[src/rtl/trig_align_multi_pkg.sv]
// Shared types and sizing helpers for the multi-channel trigger aligner.
// Channel state encoding plus the pending-queue width rule (never narrower than 1 bit).
package trig_align_pkg;

  typedef enum logic {
    IDLE = 1'b0,
    WAIT = 1'b1
  } ch_state_t;

  localparam int DEF_MAX_PENDING = 3;

  function automatic int pend_width(input int max_pending);
    return (max_pending < 1) ? 1 : $clog2(max_pending + 1);
  endfunction

  localparam int PEND_W = pend_width(DEF_MAX_PENDING);

endpackage

[src/rtl/trig_align_multi_if.sv]
// Sample stream, trigger and status bundle of trig_align_multi; master = stream source/consumer,
// slave = aligner. No backpressure: every s_valid beat is accepted.
interface trig_align_multi_if #(
  parameter int DATA_WIDTH  = 32,
  parameter int N_CH        = 4,
  parameter int DELAY_WIDTH = 16
);
  logic [DATA_WIDTH-1:0]  s_data;
  logic                   s_valid;
  logic [DELAY_WIDTH-1:0] delay;
  logic [N_CH-1:0]        trig_in;
  logic                   clear_overflow;
  logic [DATA_WIDTH-1:0]  m_data;
  logic                   m_valid;
  logic [N_CH-1:0]        trig_out;
  logic [N_CH-1:0]        ready;
  logic [N_CH-1:0]        overflow;

  modport master (
    output s_data, s_valid, delay, trig_in, clear_overflow,
    input  m_data, m_valid, trig_out, ready, overflow
  );

  modport slave (
    input  s_data, s_valid, delay, trig_in, clear_overflow,
    output m_data, m_valid, trig_out, ready, overflow
  );
endinterface

[src/rtl/trig_align_multi_channel.sv]
// One trigger channel: holds a trigger for delay+1 valid beats, then pulses trig_out for one cycle.
// Latency 1 cycle from the firing beat; no backpressure, extra triggers queue in a saturating counter.
module trig_align_channel
  import trig_align_pkg::*;
#(
  parameter int DELAY_WIDTH = 16,
  parameter int MAX_PENDING = DEF_MAX_PENDING,
  parameter bit EDGE        = 1'b1
) (
  input  logic                   clk,
  input  logic                   resetn,
  input  logic [DELAY_WIDTH-1:0] delay,
  input  logic                   trig_in,
  input  logic                   s_valid,
  input  logic                   clear_overflow,
  output logic                   trig_out,
  output logic                   ready,
  output logic                   overflow
);

  localparam int             PW       = pend_width(MAX_PENDING);
  localparam logic [PW-1:0]  PEND_MAX = PW'(MAX_PENDING);

  ch_state_t              state, state_d;
  logic [DELAY_WIDTH-1:0] cnt, cnt_d;
  logic [PW-1:0]          pending, pending_d;
  logic                   trig_q;
  logic                   t_ev;
  logic                   fire;
  logic                   ovf_set;
  logic                   overflow_d;

  assign t_ev  = EDGE ? (trig_in & ~trig_q) : trig_in;
  assign ready = (state == IDLE);

  always_ff @(posedge clk or negedge resetn) begin
    if (!resetn) begin
      state    <= IDLE;
      cnt      <= '0;
      pending  <= '0;
      trig_q   <= 1'b0;
      trig_out <= 1'b0;
      overflow <= 1'b0;
    end else begin
      state    <= state_d;
      cnt      <= cnt_d;
      pending  <= pending_d;
      trig_q   <= trig_in;
      trig_out <= fire;
      overflow <= overflow_d;
    end
  end

  always_comb begin
    state_d   = state;
    cnt_d     = cnt;
    pending_d = pending;
    fire      = 1'b0;
    ovf_set   = 1'b0;

    unique case (state)
      IDLE: begin
        // The event-cycle beat is deliberately not counted: cnt only starts next cycle.
        if (t_ev) begin
          cnt_d   = delay;
          state_d = WAIT;
        end
      end
      WAIT: begin
        if (s_valid) begin
          if (cnt != '0) cnt_d = cnt - DELAY_WIDTH'(1);
          else           fire  = 1'b1;
        end
        if (fire) begin
          if (pending != '0) begin
            cnt_d = delay;
            if (!t_ev) pending_d = pending - PW'(1);
          end else if (t_ev) begin
            cnt_d = delay;
          end else begin
            state_d = IDLE;
          end
        end else if (t_ev) begin
          if (pending < PEND_MAX) pending_d = pending + PW'(1);
          else                    ovf_set   = 1'b1;
        end
      end
      default: state_d = IDLE;
    endcase

    // A new loss in the same cycle as a clear keeps the flag set.
    if (ovf_set)             overflow_d = 1'b1;
    else if (clear_overflow) overflow_d = 1'b0;
    else                     overflow_d = overflow;
  end

endmodule

[src/rtl/trig_align_multi.sv]
// N_CH independent trigger aligners sharing one sample stream, plus the 1-cycle data register.
// Data latency exactly 1 cycle, trig_out aligned with the firing beat on m_*; no backpressure.
module trig_align_multi
  import trig_align_pkg::*;
#(
  parameter int DATA_WIDTH  = 32,
  parameter int N_CH        = 4,
  parameter int DELAY_WIDTH = 16,
  parameter int MAX_PENDING = DEF_MAX_PENDING,
  parameter bit EDGE        = 1'b1
) (
  input logic               clk,
  input logic               resetn,
  trig_align_multi_if.slave bus
);

  logic [DATA_WIDTH-1:0] m_data_q;
  logic                  m_valid_q;
  logic [N_CH-1:0]       trig_out_w;
  logic [N_CH-1:0]       ready_w;
  logic [N_CH-1:0]       overflow_w;

  always_ff @(posedge clk or negedge resetn) begin
    if (!resetn) begin
      m_data_q  <= '0;
      m_valid_q <= 1'b0;
    end else begin
      m_data_q  <= bus.s_data;
      m_valid_q <= bus.s_valid;
    end
  end

  for (genvar g = 0; g < N_CH; g++) begin : g_ch
    trig_align_channel #(
      .DELAY_WIDTH (DELAY_WIDTH),
      .MAX_PENDING (MAX_PENDING),
      .EDGE        (EDGE)
    ) u_ch (
      .clk            (clk),
      .resetn         (resetn),
      .delay          (bus.delay),
      .trig_in        (bus.trig_in[g]),
      .s_valid        (bus.s_valid),
      .clear_overflow (bus.clear_overflow),
      .trig_out       (trig_out_w[g]),
      .ready          (ready_w[g]),
      .overflow       (overflow_w[g])
    );
  end

  assign bus.m_data   = m_data_q;
  assign bus.m_valid  = m_valid_q;
  assign bus.trig_out = trig_out_w;
  assign bus.ready    = ready_w;
  assign bus.overflow = overflow_w;

endmodule

[src/flat_wrapper.sv]
// flat-port wrapper written by rule: the top's interface ports become plain ports
module trig_align_multi_flat import trig_align_pkg::*;
#(
  parameter int DATA_WIDTH  = 32,
  parameter int N_CH        = 4,
  parameter int DELAY_WIDTH = 16,
  parameter int MAX_PENDING = DEF_MAX_PENDING,
  parameter bit EDGE        = 1'b1
)
  (clk, resetn, bus_s_data, bus_s_valid, bus_delay, bus_trig_in, bus_clear_overflow, bus_m_data, bus_m_valid, bus_trig_out, bus_ready, bus_overflow);
  trig_align_multi_if #(.DATA_WIDTH(DATA_WIDTH), .N_CH(N_CH), .DELAY_WIDTH(DELAY_WIDTH)) bus_i ();
  input logic clk;
  input logic resetn;
  input wire logic [$bits(bus_i.s_data)-1:0] bus_s_data;
  input wire logic [$bits(bus_i.s_valid)-1:0] bus_s_valid;
  input wire logic [$bits(bus_i.delay)-1:0] bus_delay;
  input wire logic [$bits(bus_i.trig_in)-1:0] bus_trig_in;
  input wire logic [$bits(bus_i.clear_overflow)-1:0] bus_clear_overflow;
  output wire logic [$bits(bus_i.m_data)-1:0] bus_m_data;
  output wire logic [$bits(bus_i.m_valid)-1:0] bus_m_valid;
  output wire logic [$bits(bus_i.trig_out)-1:0] bus_trig_out;
  output wire logic [$bits(bus_i.ready)-1:0] bus_ready;
  output wire logic [$bits(bus_i.overflow)-1:0] bus_overflow;
  assign bus_i.s_data = bus_s_data;
  assign bus_i.s_valid = bus_s_valid;
  assign bus_i.delay = bus_delay;
  assign bus_i.trig_in = bus_trig_in;
  assign bus_i.clear_overflow = bus_clear_overflow;
  assign bus_m_data = bus_i.m_data;
  assign bus_m_valid = bus_i.m_valid;
  assign bus_trig_out = bus_i.trig_out;
  assign bus_ready = bus_i.ready;
  assign bus_overflow = bus_i.overflow;
  trig_align_multi #(.DATA_WIDTH(DATA_WIDTH), .N_CH(N_CH), .DELAY_WIDTH(DELAY_WIDTH), .MAX_PENDING(MAX_PENDING), .EDGE(EDGE)) u_core (.clk(clk), .resetn(resetn), .bus(bus_i));
endmodule
[config.mk]
export PLATFORM = sky130hd
export DESIGN_NAME = trig_align_multi_flat
export DESIGN_NICKNAME = d
export VERILOG_FILES = /design/src/rtl/trig_align_multi_pkg.sv /design/src/rtl/trig_align_multi_if.sv /design/src/rtl/trig_align_multi_channel.sv /design/src/rtl/trig_align_multi.sv /design/src/flat_wrapper.sv
export SDC_FILE = /design/constraint.sdc
export NUM_CORES = 1
export LEC_CHECK = 0
export CAP_MARGIN = 20
export CORE_UTILIZATION = 30
export CTS_BUF_LIST = sky130_fd_sc_hd__clkbuf_4 sky130_fd_sc_hd__clkbuf_8 sky130_fd_sc_hd__clkbuf_16
export DETAILED_ROUTE_END_ITERATION = 7
export SLEW_MARGIN = 10
export SYNTH_ARGS = -nofsm -noshare
export SYNTH_HDL_FRONTEND = slang
export SYNTH_SLANG_ARGS = --single-unit
[constraint.sdc]
create_clock -name clk -period 2.65 [get_ports clk]
set_input_delay 0.53 -clock clk [delete_from_list [all_inputs] [get_ports clk]]
set_output_delay 0.53 -clock clk [all_outputs]
set_load 0.005 [all_outputs]
# Yosys cells after proc, flatten, opt, wreduce, memory -nomap -nowiden
# Index checks and enable logic that the tools add are counted.
[word_totals]
word_cells = 191
ff_bits = 121
[classes]
n_addsub = 12
n_lt_le_gt_ge = 4
eq_ne = 12
bitwise_logic = 12
n_reduce_logical = 24
mux = 101
[ops]
columns = ["op", "n"]
rows = [
  ["16-bit 2-to-1 mux", 24],
  ["16-bit case mux with 2 select lines", 4],
  ["16-bit nonzero test", 4],
  ["16-bit by 1-bit subtractor with 16-bit output (second input constant)", 4],
  ["1-bit 2-to-1 mux", 49],
  ["2-bit 2-to-1 mux", 20],
  ["2-bit nonzero test", 16],
  ["5-bit AND reduction", 4],
  ["2-bit by 1-bit inequality test with 1-bit output (second input constant)", 8],
  ["2-bit by 1-bit adder with 2-bit output (second input constant)", 4],
  ["2-bit < comparator (second input constant)", 4],
  ["2-bit inequality test (second input constant)", 4],
  ["1-bit inverter", 8],
  ["1-bit case mux with 2 select lines", 4],
  ["2-bit by 1-bit subtractor with 2-bit output (second input constant)", 4],
  ["1-bit AND", 4],
]

# Depth between registers and ports, before layout
[logic_depth]
ltp_word = 7
mapped_depth = 9
mapped_depth_nobuf = 7

# Hierarchy
# A second synthesis with hierarchy kept.
[unflattened]
cells_unflattened = 753
area_unflattened_um2 = 7084.3
[by_module_without_submodules]
columns = ["module", "seq_area_each_um2", "area_per_inst_um2", "instances", "cells_each"]
rows = [
  ["trig_align_channel at u_core.g_ch[0].u_ch ...", 550.5, 1549.0, 2, 185],
  ["trig_align_channel at u_core.g_ch[2].u_ch", 550.5, 1616.6, 1, 178],
  ["trig_align_channel at u_core.g_ch[3].u_ch", 550.5, 1544.0, 1, 172],
  ["trig_align_multi", 825.8, 825.8, 1, 33],
]

# Least setup slack after synthesis
# OpenSTA, ideal clock, no wires.
[synth_timing]
path_type = "register -> register"
from = "register u_core.g_ch[0].u_ch.cnt[0]"
to = "register u_core.g_ch[0].u_ch.cnt[11]"
path_slack_ns = 0.073
t_arrival_ns = 2.453
path_stages_with_launch = 9
path_buffers = 1
synth_period_minus_slack_ns = 2.577
setup_time_ns = 0.124
path_cell_list = "dfrtp_1 inv_1 ha_1 or3b_2 or4_4 buf_6 o31a_4 o221a_1 a211o_1"
[synth_between]
elab_chain_len = 7
elab_cells_between_ends = 11
[synth_rtl]
columns = ["item", "line", "text"]
rows = [
  ["start: declaration", "trig_align_multi_channel.sv:25", "logic [DELAY_WIDTH-1:0] cnt, cnt_d;"],
  ["start signal: assignment", "trig_align_multi_channel.sv:46", "cnt <= cnt_d;"],
  ["16-bit by 1-bit subtractor with 16-bit output / 16-bit nonzero test (equally long branches)", "trig_align_multi_channel.sv:71", "if (cnt != '0) cnt_d = cnt - DELAY_WIDTH'(1);"],
  ["16-bit 2-to-1 mux", "trig_align_multi_channel.sv:71", ""],
  ["16-bit 2-to-1 mux", "trig_align_multi_channel.sv:70", "if (s_valid) begin"],
  ["16-bit 2-to-1 mux", "trig_align_multi_channel.sv:78", "end else if (t_ev) begin"],
  ["16-bit 2-to-1 mux", "trig_align_multi_channel.sv:75", "if (pending != '0) begin"],
  ["16-bit 2-to-1 mux *", "trig_align_multi_channel.sv:74", "if (fire) begin"],
  ["16-bit case mux with 2 select lines *", "trig_align_multi_channel.sv:61", "unique case (state)"],
]
# Every way passes the cells marked *; elsewhere a longest branch is shown, timed or not. The select of a mux whose other input is x is not followed.
# A chain may end at the register's enable or synchronous reset.

# Worst setup path in the final report
[layout_timing]
from = "register u_core.g_ch[3].u_ch.cnt[0]"
to = "register u_core.g_ch[3].u_ch.cnt[7]"
[layout_between]
elab_chain_len = 7
elab_cells_between_ends = 11
[layout_rtl]
columns = ["item", "line"]
rows = [
  ["start: declaration", "trig_align_multi_channel.sv:25"],
  ["start signal: assignment", "trig_align_multi_channel.sv:46"],
  ["16-bit by 1-bit subtractor with 16-bit output / 16-bit nonzero test (equally long branches)", "trig_align_multi_channel.sv:71"],
  ["16-bit 2-to-1 mux", "trig_align_multi_channel.sv:71"],
  ["16-bit 2-to-1 mux", "trig_align_multi_channel.sv:70"],
  ["16-bit 2-to-1 mux", "trig_align_multi_channel.sv:78"],
  ["16-bit 2-to-1 mux", "trig_align_multi_channel.sv:75"],
  ["16-bit 2-to-1 mux *", "trig_align_multi_channel.sv:74"],
  ["16-bit case mux with 2 select lines *", "trig_align_multi_channel.sv:61"],
]
# Marks and branches as above.

==> run summary <==
Final Power: 7.11 mW
Worst-path cell with the longest stage delay: sky130_fd_sc_hd__o41ai_2
Synthesis Warnings: 0
Number of routed nets with antenna violations: 0
Largest net degree at the start of global routing: 47
H-tree levels: 4
Num rows: 54
Area share of the largest cell type after synthesis: 45.3%
Maximum root-to-sink buffer count: 2
Floorplan die area: 0.0229 mm^2
DRC marker count from the first detailed-route iteration: 539
Reg2reg path depth: 7
PD cells: 774 mW/mm^2
Antenna cells: 0
Element type at the critical path start: flop
Post-synthesis cell type with the largest combined area: sky130_fd_sc_hd__dfrtp_1
Estimated wirelength of the detail-placed design: 14600 um
Max cap viols: 0
Critical path data required time: 2960 ps
Largest fanout of any net on the critical path: 4
Area contributors post-synth: sky130_fd_sc_hd__dfrtp_1, sky130_fd_sc_hd__nand2_1, sky130_fd_sc_hd__nor3_1
R2R Setup Slk: 70 ps
Skew-Pair Late Insertion Delay: 420 ps
IR drop worst, VDD: 0.327 mV
Routed vias/inst: 5.61
Data arrival at the endpoint of the critical path: 2880 ps
Sequential fraction of the synthesis area: 45.3%
Total clock sinks: 121
Critical path's top delay family: compound AO/OA/AOI/OAI gates
I/O pin count: 101
Clock Skews: 8.06 ps
Cell count after synthesis: 703
Number of enable flip-flop cells after synthesis: 0
Die height: 151 um
Share of post-route cells with drive strength above 1: 18.5%
Met2 wire len: 9760 um
Register bit total from synthesis: 121
Total setup violations reported at the end of the flow: 0
Initial core utilization: 30.6%
Initial antenna violation count: 0
Total via count after detailed routing: 6549
Number of unique standard cell types used by synthesis: 79
R2R Path End: u_core.g_ch[3].u_ch.cnt[7]
Total gr overflow: 0
Clock Root Buffer: sky130_fd_sc_hd__clkbuf_16
Wire length of the first global-routing pass: 33700 um
Cells along the critical path: inv_1 -> ha_1 -> nor3b_1 -> nand4_1 -> o41ai_2 -> o21ai_0 -> a211o_1
Syn Std Cell Area: 0.00669 mm^2
Area of the placeable core: 0.0218 mm^2
Global-route usage over all layers: 19.3%
Total Negative Setup Slacks: 0 ps
Worst hold path type: primary input to async pin
Syn_nets: 767
Leakage Power: 3.76 nW
Clock Pin Slew Worst Setup and Hold Paths: 60 ps
Final number of hold-violating endpoints: 0
Count of buffers inserted at the top-level ports: 100
Detailed-route wire length: 21000 um
Actual slew at the worst max-slew pin: 616 ps
Setup Crit Path Kind: flop to flop
TritonRoute pass-1 iters: 5
# DRC: 0
Final weighted congestion in routability-driven placement: 0.855
TritonCTS clock tree: yes
Unrepaired setup endpoints after global routing: no
Clock buffer count from CTS: 17
Per-cell routed wire length: 18.0 um
Syn avg cell area: 9.51 um^2
Sum of routed wire segments on met1: 9590 um
Achievable Freq: 0.388 GHz
Period utilization: 97.2%
Main flop type after synthesis: sky130_fd_sc_hd__dfrtp_1
Width of the die: 151 um
Post-synthesis async set-or-reset flop share: 100%
Via count of the first global-routing pass: 6345
Count of buffering cells on the critical path with inverters included: 1
Status: complete, no violations
Final Max Tran Viols: 0
Worst slew slack as a fraction of its limit: 58.9%
Met3 wire len: 1230 um
Area growth, synth to finish: 37.5%
Highest cell delay on the worst timing path: 480 ps
Setup crit end kind: flop
Uppermost signal routing layer after detailed routing: met4
Cts-stage hold buffer count: 0
Number of nets in the layout: 939
Reg2Reg Launch Point: u_core.g_ch[3].u_ch.cnt[0]
Min cycle time layout: 2580 ps
[registers in the layout (all words and copies together) (netlist names)]
register and flops:
u_core.bus.m_valid 1, u_core.bus.m_data 32, u_core.g_ch.u_ch.state 4, u_core.g_ch.u_ch.trig_out 4, u_core.g_ch.u_ch.cnt 64, u_core.g_ch.u_ch.overflow 4
u_core.g_ch.u_ch.trig_q 4, u_core.g_ch.u_ch.pending 8
[kinds of logic after synthesis]
| kind of cell | share of synthesized area [%] |
|---|---|
| and+or+nand+nor | 22.7 |
| buffers and inverters | 5.47 |
| adders and majority gates | 1.50 |
| xor gates and xnor gates | 0.524 |
| DFF | 45.3 |
| muxes | 1.53 |
| AOI/OAI and AO/OA | 23.0 |
[how the worst max path moves through the flow]
| stage | from | cells past startpoint | slack (ps) | end |
|---|---|---|---|---|
| floorplan | u_core.g_ch[0].u_ch.cnt[0] | 8 | 70 | u_core.g_ch[0].u_ch.cnt[11] |
| global placement | bus_s_valid | 6 | -270 | u_core.g_ch[1].u_ch.cnt[10] |
| detailed placement | bus_s_valid | 6 | -310 | u_core.g_ch[1].u_ch.cnt[10] |
| CTS | u_core.g_ch[0].u_ch.cnt[1] | 8 | 7 | u_core.g_ch[0].u_ch.cnt[10] |
| global route | u_core.g_ch[0].u_ch.cnt[1] | 8 | 6 | u_core.g_ch[0].u_ch.cnt[0] |
| finish | u_core.g_ch[3].u_ch.cnt[0] | 7 | 70 | u_core.g_ch[3].u_ch.cnt[7] |
[cell usage after synthesis, types with 5 or more instances]
cell and n:
sky130_fd_sc_hd__dfrtp_1 121, sky130_fd_sc_hd__nand2_1 53, sky130_fd_sc_hd__nor2_1 46, sky130_fd_sc_hd__nor3_1 37, sky130_fd_sc_hd__a21oi_1 32, sky130_fd_sc_hd__o21ai_0 29, sky130_fd_sc_hd__clkbuf_1 28, sky130_fd_sc_hd__inv_1 26
sky130_fd_sc_hd__nor4_1 26, sky130_fd_sc_hd__nand3_1 24, sky130_fd_sc_hd__a221o_1 16, sky130_fd_sc_hd__or3_1 15, sky130_fd_sc_hd__or4_1 13, sky130_fd_sc_hd__a31oi_1 12, sky130_fd_sc_hd__buf_4 12, sky130_fd_sc_hd__nand4_1 10
sky130_fd_sc_hd__o211ai_1 10, sky130_fd_sc_hd__ha_1 8, sky130_fd_sc_hd__mux2i_1 8, sky130_fd_sc_hd__nand3b_1 8, sky130_fd_sc_hd__and3_1 7, sky130_fd_sc_hd__o22ai_1 7, sky130_fd_sc_hd__o31ai_1 7, sky130_fd_sc_hd__a211o_1 6
sky130_fd_sc_hd__a21o_1 5, sky130_fd_sc_hd__a22oi_1 5, sky130_fd_sc_hd__nand2b_1 5, sky130_fd_sc_hd__nor2b_1 5, sky130_fd_sc_hd__o311ai_0 5, sky130_fd_sc_hd__o41ai_1 5
[worst reg2reg max path, stage by stage (launching register included)]
cell and delay (ps):
sky130_fd_sc_hd__dfrtp_1 400, sky130_fd_sc_hd__inv_1 130, sky130_fd_sc_hd__ha_1 210, sky130_fd_sc_hd__nor3b_1 430, sky130_fd_sc_hd__nand4_1 290, sky130_fd_sc_hd__o41ai_2 480, sky130_fd_sc_hd__o21ai_0 230, sky130_fd_sc_hd__a211o_1 320
[per-stage QoR]
stage          setup WS, ps  hold slack, ps  util, %  instance area [um^2]  instances
2_1_floorplan          73.4             234        -                  6690        703
6_report               74.2             117     42.1                  9200       1167
4_1_cts                7.15             133     41.9                  9130       1162
3_3_place_gp           -271             475     38.8                  8470       1125
3_5_place_dp           -311             485     38.8                  8470       1125
5_1_grt                5.75             155     42.1                  9200       1167
[final cells by class]
class / count / area, um^2
clock buffer: 23 / 483
fill: 2137 / 12600
tap: 280 / 350
inverter: 29 / 109
multi-input combinational: 504 / 3320
timing repair buffer: 202 / 1790
clock inverter: 8 / 120
sequential: 121 / 3030
[timing repair]
action / CTS / global route
gates resized for setup: 6 / 7
pin swaps: 4 / 6
cloned: 0 / 0
buffers inserted: 6 / 5
endpoints found under the setup margin: 1 / 10
[layer usage]
metal  GRT usage, %  up-vias
li1               -     3072
met1           26.1     3207
met2           30.4      237
met3           3.98       33
met4           7.00        0
met5              0        -
[power by group]
part	internal [mW]	switching [mW]
combinational	0.963	0.877
clock	1.56	0.848
sequential	2.31	0.554
total	4.83	2.28
[placed cells by master (no fill, tap or decap), drive strengths merged, types with 5 or more instances in the layout]
cell / instances
nor4: 27
ha: 8
a21oi: 32
or3: 15
clkdlybuf4s50: 99
dfrtp: 121
clkbuf: 23
clkinv: 6
nand3b: 8
o22ai: 7
nor2b: 5
a221o: 16
o211ai: 10
buf: 103
or4: 14
a31oi: 12
inv: 26
a211o: 6
nand3: 24
o311ai: 5
mux2i: 8
nand4: 10
nand2: 53
nor2: 48
nand2b: 5
o41ai: 6
a21o: 5
a22oi: 5
and3: 7
o31ai: 9
nor3: 37
o21ai: 32
Power figures use the tool's default switching activity.
